## config.mk

```make
export PLATFORM = sky130hd
export DESIGN_NAME = psum_ofifo
export DESIGN_NICKNAME = d
export VERILOG_FILES = /design/src/rtl/psum_ofifo.sv
export SDC_FILE = /design/constraint.sdc
export NUM_CORES = 2
export LEC_CHECK = 0
export CAP_MARGIN = 10
export CORE_MARGIN = 3
export CORE_UTILIZATION = 60
export DETAILED_ROUTE_END_ITERATION = 6
export GPL_TIMING_DRIVEN = 0
export PLACE_DENSITY = 0.77
export SYNTH_ARGS = -nofsm -noshare
export SYNTH_HDL_FRONTEND = slang
export SYNTH_SLANG_ARGS = --single-unit
```

## constraint.sdc

```tcl
create_clock -name clk -period 3.9 [get_ports clk]
set_input_delay 0.78 -clock clk [delete_from_list [all_inputs] [get_ports clk]]
set_output_delay 0.78 -clock clk [all_outputs]
set_load 0.01 [all_outputs]
```

## src/rtl/psum_ofifo.sv

```systemverilog
// psum_ofifo: per-column partial-sum output FIFOs that realign skewed PE-array
// columns into complete rows. Each column fills at its own rate; a row is popped
// only when every column holds at least one entry. Reads are first-word-fall-
// through from distributed storage.
// Optional feature: define PSUM_OFIFO_OVF_EN to add the sticky o_ovf flag that
// records any write dropped because its column was full.
module psum_ofifo #(
  parameter int col     = 8,
  parameter int psum_bw = 16,
  parameter int depth   = 16
) (
  input  logic                   clk,
  input  logic                   reset,
  input  logic [col*psum_bw-1:0] in,
  input  logic [col-1:0]         wr,
  input  logic                   rd,
  output logic [col*psum_bw-1:0] out,
  output logic                   o_valid,
  output logic                   o_full,
  output logic                   o_ready
`ifdef PSUM_OFIFO_OVF_EN
  ,
  output logic                   o_ovf
`endif
);

  localparam int AW = $clog2(depth);
  localparam int CW = AW + 1;
  localparam logic [CW-1:0] DEPTH_C = CW'(depth);

  logic [col-1:0] col_nonempty;
  logic [col-1:0] col_full;
  logic [col-1:0] wr_acc;
  logic           rd_acc;

  // Row-level status depends only on the occupancy counts.
  assign o_valid = &col_nonempty;
  assign o_full  = |col_full;
  assign o_ready = ~o_full;

  // A pop is honoured only when a complete row is present.
  assign rd_acc = rd & o_valid;

  generate
    for (genvar gi = 0; gi < col; gi++) begin : g_col
      logic [psum_bw-1:0] mem_q [depth];
      logic [AW-1:0]      wr_ptr_q;
      logic [AW-1:0]      wr_ptr_d;
      logic [AW-1:0]      rd_ptr_q;
      logic [AW-1:0]      rd_ptr_d;
      logic [CW-1:0]      count_q;
      logic [CW-1:0]      count_d;

      assign col_nonempty[gi] = (count_q != '0);
      assign col_full[gi]     = (count_q == DEPTH_C);
      // A full column can still take a write when the same cycle pops a row.
      assign wr_acc[gi]       = wr[gi] & (~col_full[gi] | rd_acc);
      assign out[psum_bw*gi +: psum_bw] = mem_q[rd_ptr_q];

      // Next-state pointers and occupancy for this column.
      always_comb begin
        wr_ptr_d = wr_ptr_q;
        rd_ptr_d = rd_ptr_q;
        count_d  = count_q;
        if (wr_acc[gi]) begin
          wr_ptr_d = wr_ptr_q + AW'(1);
        end
        if (rd_acc) begin
          rd_ptr_d = rd_ptr_q + AW'(1);
        end
        if (wr_acc[gi] && !rd_acc) begin
          count_d = count_q + CW'(1);
        end else if (!wr_acc[gi] && rd_acc) begin
          count_d = count_q - CW'(1);
        end
      end

      // Pointer and count registers; reset empties the column.
      always_ff @(posedge clk or posedge reset) begin
        if (reset) begin
          wr_ptr_q <= '0;
          rd_ptr_q <= '0;
          count_q  <= '0;
        end else begin
          wr_ptr_q <= wr_ptr_d;
          rd_ptr_q <= rd_ptr_d;
          count_q  <= count_d;
        end
      end

      // Storage write; contents are left untouched by reset.
      always_ff @(posedge clk) begin
        if (wr_acc[gi]) begin
          mem_q[wr_ptr_q] <= in[psum_bw*gi +: psum_bw];
        end
      end
    end
  endgenerate

`ifdef PSUM_OFIFO_OVF_EN
  logic [col-1:0] drop;
  logic           ovf_q;
  logic           ovf_d;

  assign drop  = wr & col_full & {col{~rd_acc}};
  assign o_ovf = ovf_q;

  // Sticky overflow: any dropped write sets it until the next reset.
  always_comb begin
    ovf_d = ovf_q | (|drop);
  end

  // Overflow flag register.
  always_ff @(posedge clk or posedge reset) begin
    if (reset) begin
      ovf_q <= 1'b0;
    end else begin
      ovf_q <= ovf_d;
    end
  end
`endif

endmodule

```

-- Yosys cells after proc, flatten, opt, wreduce, memory -nomap -nowiden
Memories as Yosys holds them, arrays and structs flattened.
Cells that the tools add are included.
- output and inout bits: 131
- input port bits: 139
- latch bits: 0
- memories: 8
- register bits after elaboration: 104
- memory bits (read-only): 0
- word-level logic and storage cells: 173
- bits in writable memories: 2048
- divide/modulo/power cells: 0
- multiplexer cells: 32
- bitwise operators: 26
- shift-type cells: 0
- add/sub/neg operators: 32
- $mul: 0
- order comparisons: 0
- equal/unequal tests: 8
- reduce and logical (&&, ||, !) cells: 43
- memories (name ; depth ; bits a word ; rd ports ; clocked after Yosys merged registers in ; wr ports ; line ; text):
    g_col[0].mem_q ; 16 ; 16 ; 1 ; 0 ; 1 ; 46 ; logic [psum_bw-1:0] mem_q [depth];
    g_col[1].mem_q ; 16 ; 16 ; 1 ; 0 ; 1 ; 46 ;
    g_col[2].mem_q ; 16 ; 16 ; 1 ; 0 ; 1 ; 46 ;
    g_col[3].mem_q ; 16 ; 16 ; 1 ; 0 ; 1 ; 46 ;
    g_col[4].mem_q ; 16 ; 16 ; 1 ; 0 ; 1 ; 46 ;
    g_col[5].mem_q ; 16 ; 16 ; 1 ; 0 ; 1 ; 46 ;
    +2 memories ; - ; - ; - ; - ; - ; - ;
- operator list (cell ; count):
    5-bit two-way mux ; 16
    4-bit by 1-bit adder with 4-bit output, second input constant ; 16
    5-bit by 1-bit adder with 5-bit output, second input constant ; 8
    5-bit == test, second input constant ; 8
    5-bit nonzero test ; 8
    5-bit by 1-bit subtractor with 5-bit output, second input constant ; 8
    1-bit logical AND ; 16
    1-bit two-way mux ; 16
    2-bit nonzero test ; 8
    1-bit AND ; 9
    1-bit logical NOT ; 9
    1-bit NOT ; 9
    1-bit OR ; 8
    8-bit AND reduction ; 1
    8-bit OR reduction ; 1

-- Longest topological paths before layout
- depth in word-level cells: 9
- mapped depth: 15
- mapped depth without buffers: 14

-- Worst setup path after synthesis
Ideal clock, no wire load.
- path type: register to register
- from: register g_col[2].count_q[0]
- to: memory g_col[0].mem_q[1][0], enable pin
- stages on the path, launching flop included: 9
- required time: 3491 ps
- data arrival time: 2702 ps
- setup time: 409 ps
- buffers on the path: 2
- slack: 789 ps
- clock period less this slack: 3111 ps
- path through: dfrtp_1 nor4_2 a22oi_1 and3_4 and3_4 buf_6 buf_4 o211ai_2 nor3_1
- longest elaborated chain between the ends: 7
- RTL lines (what ; line ; text):
    from (decl) ; 51 ; logic [CW-1:0] count_q;
    from (signal assigned) ; 87 ; count_q <= count_d;
    5-bit nonzero test ; 54 ; assign col_nonempty[gi] = (count_q != '0);
    8-bit AND reduction ; 37 ; assign o_valid = &col_nonempty;
    1-bit AND ; 42 ; assign rd_acc = rd & o_valid;
    1-bit OR ; 57 ; assign wr_acc[gi] = wr[gi] & (~col_full[gi] | rd_acc);
    1-bit AND ; 57 ;
    1-bit two-way mux ; 93 ; if (wr_acc[gi]) begin
    1-bit two-way mux (implied by the code) ; 94 ; mem_q[wr_ptr_q] <= in[psum_bw*gi +: psum_bw];
    to (decl) ; 46 ;
No other way between the ends.

-- Worst setup path in the final report
- from: register g_col[0].rd_ptr_q[0]
- to: output out[9]
- longest elaborated chain between the ends: 1
- RTL lines (what ; line ; text):
    from (decl) ; 49 ; logic [AW-1:0] rd_ptr_q;
    from (signal assigned) ; 86 ; rd_ptr_q <= rd_ptr_d;
    memory read 16 x 16 bit ; - ;
    to (decl) ; 17 ; output logic [col*psum_bw-1:0] out,
No other way between the ends.

==> impl_metrics.csv <==
group,metric,value,unit
status,run_status,"finished, final reports clean",
final_layout,mostFrequentLayoutCells,"2,048 x sky130_fd_sc_hd__edfxtp_1, 624 x sky130_fd_sc_hd__mux4_2, 213 x sky130_fd_sc_hd__clkbuf_16",
final_layout,most_common_cell_after_layout_fill_and_taps_aside,"sky130_fd_sc_hd__edfxtp_1",
routing,detail-route-antenna-nets,0,
power_and_ir_drop,vdd_ir_drop_max,0.469,mV
worst_setup_path,worstPathArrival,3030,ps
run,max-cap-violations,0,
min_path,worst_hold_path_type,"in2reg",
worst_setup_path,timing_worst_setup_path_type,"reg2out",
clocking,clk_transition_reported_paths,60,ps
final_layout,fillerInstances,7651,
global_routing,grt_start_max_net_pins,82,
timing,final-max-slew-violation-count,0,
routing,vias_per_cell,6.35,
placement,dp_worst_setup_slack,-540,ps
global_routing,grt_overflow,0,
placement,io_buffer_count,267,
synth,synth_sequential_area_ratio,76.6,%
synth,syn-instance-count,3605,
worst_setup_path,worst_r2r_path_depth,14,
die,die-height,379,um
timing,finalClockSkew,44.5,ps
worst_setup_path,worst_ep_required_time,3120,ps
placement,dp_hpwl,121,mm
die,die_x,379,um
routing,remaining_drc_errors,0,
worst_setup_path,ff2ff_setup_slack,290,ps
timing,slew_headroom,30.4,%
global_routing,globalRouteMet2Util,44.8,%
routing,via_count,40015,
final_layout,area_added_between_synthesis_and_finish,18.6,%
min_path,hold-path-cell-count,3,
worst_setup_path,start_kind,"register",
power_and_ir_drop,power.density,758,nW/um2
clocking,insertion_delay,830,ps
global_routing,grtUsageTotal,27.3,%
global_routing,grt_pass1_wl,281,mm
global_routing,number_of_antenna_violations_at_the_first_check_in_global_routing,28,
timing,maxClockFrequency,263,MHz
die,std_cell_rows,136,
clocking,root_buffer,"sky130_fd_sc_hd__clkbuf_16",
synth,synth-edff-count,2048,
final_layout,final_core_util,71.9,%
global_routing,grtUsageMet1,36.6,%
clocking,cts_tree,"done",
worst_setup_path,critPathCaptureType,"output pin",
synth,synth_cell_type_count,48,
timing,finalSetupViolCount,0,
timing,hold_viol_final,0,
timing,period_share,97.6,%
routing,detail_route.iter0.violations,4390,
routing,detail_route.wl_per_cell,30.4,um
routing,drt_pass1_iterations,5,
synth,yosys_most_used_dff,"sky130_fd_sc_hd__edfxtp_1",
synth,synth_seq_cells,2152,
die,die-area,144000,um2
timing,final_period_minus_worst_setup_slack,3810,ps
placement,place.gp.congestion,0.764,
die,num_io_pins,270,
clocking,cts.sink_count,2152,
clocking,cts_max_level,4,
global_routing,grtUsageMet3,6.69,%
die,core_area,138000,um2
global_routing,vias_in_the_first_global_route,41664,
synth,post_synthesis_net_count,3825,
synth,syn-mean-instance-area,23.2,um2
synth,synthArstFlopShare,4.83,%
power_and_ir_drop,total_leakage_power,0.0325,uW
final_layout,fin_nets,4466,
routing,drt-total-wl,192,mm
clocking,cts_made_buffers,206,
worst_setup_path,cp_max_fo,14,
die,initial_utilization,60.6,%
synth,mappedNetlistArea,83700,um2
clocking,cts-hold-fix-buffers,0,
timing,worst_slack,93.5,ps
synth,yosysWarnings,0,
final_layout,final_layout_size_suffix_gt1_share,32.9,%
global_routing,global_route.peak_usage_layer,"met2",
timing,worst-slew-pin-transition,1040,ps
clocking,cts_max_path_buffers,3,
cell usage after synthesis (2+ instances only):
master	number	share of area, %
sky130_fd_sc_hd__or2_1	2	0.015
sky130_fd_sc_hd__nand2_1	52	0.23
sky130_fd_sc_hd__buf_1	43	0.19
sky130_fd_sc_hd__a21oi_1	32	0.19
sky130_fd_sc_hd__nand2b_1	12	0.090
sky130_fd_sc_hd__nor4_1	4	0.030
sky130_fd_sc_hd__nor3_1	28	0.17
sky130_fd_sc_hd__ha_1	73	1.1
sky130_fd_sc_hd__mux2i_1	19	0.23
sky130_fd_sc_hd__buf_4	2	0.018
sky130_fd_sc_hd__clkbuf_1	76	0.34
sky130_fd_sc_hd__xnor2_1	69	0.72
sky130_fd_sc_hd__a22oi_1	4	0.036
sky130_fd_sc_hd__and3_4	2	0.027
sky130_fd_sc_hd__buf_2	54	0.32
sky130_fd_sc_hd__o211ai_1	2	0.018
sky130_fd_sc_hd__mux2_2	5	0.067
sky130_fd_sc_hd__xor2_1	19	0.20
sky130_fd_sc_hd__nor2_1	108	0.48
sky130_fd_sc_hd__dfrtp_1	104	3.1
sky130_fd_sc_hd__nand3_1	12	0.072
sky130_fd_sc_hd__nand4_1	8	0.060
sky130_fd_sc_hd__nor2b_1	20	0.15
sky130_fd_sc_hd__fa_1	8	0.19
sky130_fd_sc_hd__edfxtp_1	2048	74
sky130_fd_sc_hd__o21ai_0	16	0.096
sky130_fd_sc_hd__buf_6	5	0.067
sky130_fd_sc_hd__inv_2	3	0.013
sky130_fd_sc_hd__nor4_2	5	0.075
sky130_fd_sc_hd__mux4_2	624	17
sky130_fd_sc_hd__o21ai_2	7	0.073
sky130_fd_sc_hd__inv_1	47	0.21
sky130_fd_sc_hd__o21bai_4	2	0.045
sky130_fd_sc_hd__and3_1	7	0.052
sky130_fd_sc_hd__o211ai_2	27	0.40
sky130_fd_sc_hd__a21o_1	15	0.13
sky130_fd_sc_hd__a211oi_1	16	0.14
sky130_fd_sc_hd__mux2_1	15	0.20
where the power goes:
group	switching [uW]	internal [uW]	leakage, uW
clock network	8400	11300	0.00327
logic	13600	12700	0.00949
registers	1170	28200	0.0197
total	23100	52200	0.0325
sequential cells by signal, indices dropped and copies added, names as in the netlist:
register        flops
g_col.count_q      40
g_col.mem_q      2048
g_col.rd_ptr_q     32
g_col.wr_ptr_q     32
area by class of cell:
class	instances	area, um2	area share (%)
inverters	50	193	0.194
multi-input cells	1222	19100	19.2
plain buffers	173	1760	1.77
clock inverters	112	1090	1.10
clock buffers	269	5580	5.62
flip-flops and latches	2152	64100	64.6
well taps	1863	2330	2.35
diodes	23	57.6	0.0580
repair buffers	441	5040	5.07
routing by layer:
layer  part of all wire, %  wire, um  up-vias
li1                      -         -    16516
met5                 0.042        81        -
met4                   2.8      5420       12
met2                    51     97400     1901
met1                    37     71200    21242
met3                   9.1     17400      344
what timing repair did:
item | in CTS | in global routing
pin swaps | 6 | 2
endpoints found under the setup margin | 145 | 37
setup buffers | 22 | 6
cloned | 0 | 4
resized for setup | 527 | 27
worst max-delay path: stages (launching register included):
cell and delay, ps:
sky130_fd_sc_hd__dfrtp_1 380, sky130_fd_sc_hd__buf_4 130, sky130_fd_sc_hd__buf_12 180, sky130_fd_sc_hd__buf_12 150, sky130_fd_sc_hd__mux4_2 510, sky130_fd_sc_hd__mux4_2 540
sky130_fd_sc_hd__dlygate4sd2_1 310
per-stage QoR:
stage | total power (uW) | cells | hold WS, ps | TNS (ps) | cell area [um2]
after floorplan | 45000 | 3605 | 479 | 0 | 83700
after global placement | 53900 | 5735 | 504 | -989890 | 88700
after detailed placement | 55300 | 5877 | 517 | -9030 | 91200
after CTS | 75600 | 6272 | 324 | -1.91 | 99000
after global routing | 78300 | 6290 | 375 | -3.46 | 99200
final | 75300 | 6305 | 394 | 0 | 99300
kinds of logic after synthesis:
group / after synthesis / share of synthesized area [%]
mux: 664 / 17.3
xor+xnor: 88 / 0.921
fa+ha+maj: 81 / 1.28
buf+inv: 231 / 1.17
compound gates: 125 / 1.21
simple gates: 264 / 1.49
flops: 2152 / 76.6
worst paths after layout:
check | to | from
min in group asynchronous | g_col[2].rd_ptr_q[3] | reset
hold reg to reg | g_col[7].wr_ptr_q[3] | g_col[7].wr_ptr_q[3]
hold / removal | g_col[7].wr_ptr_q[3] | wr[7]
setup / recovery | out[9] | g_col[0].rd_ptr_q[0]
setup reg to reg | g_col[3].count_q[4] | g_col[7].count_q[0]
max in group asynchronous | g_col[4].rd_ptr_q[2] | reset
Power figures use the tool's default switching activity.
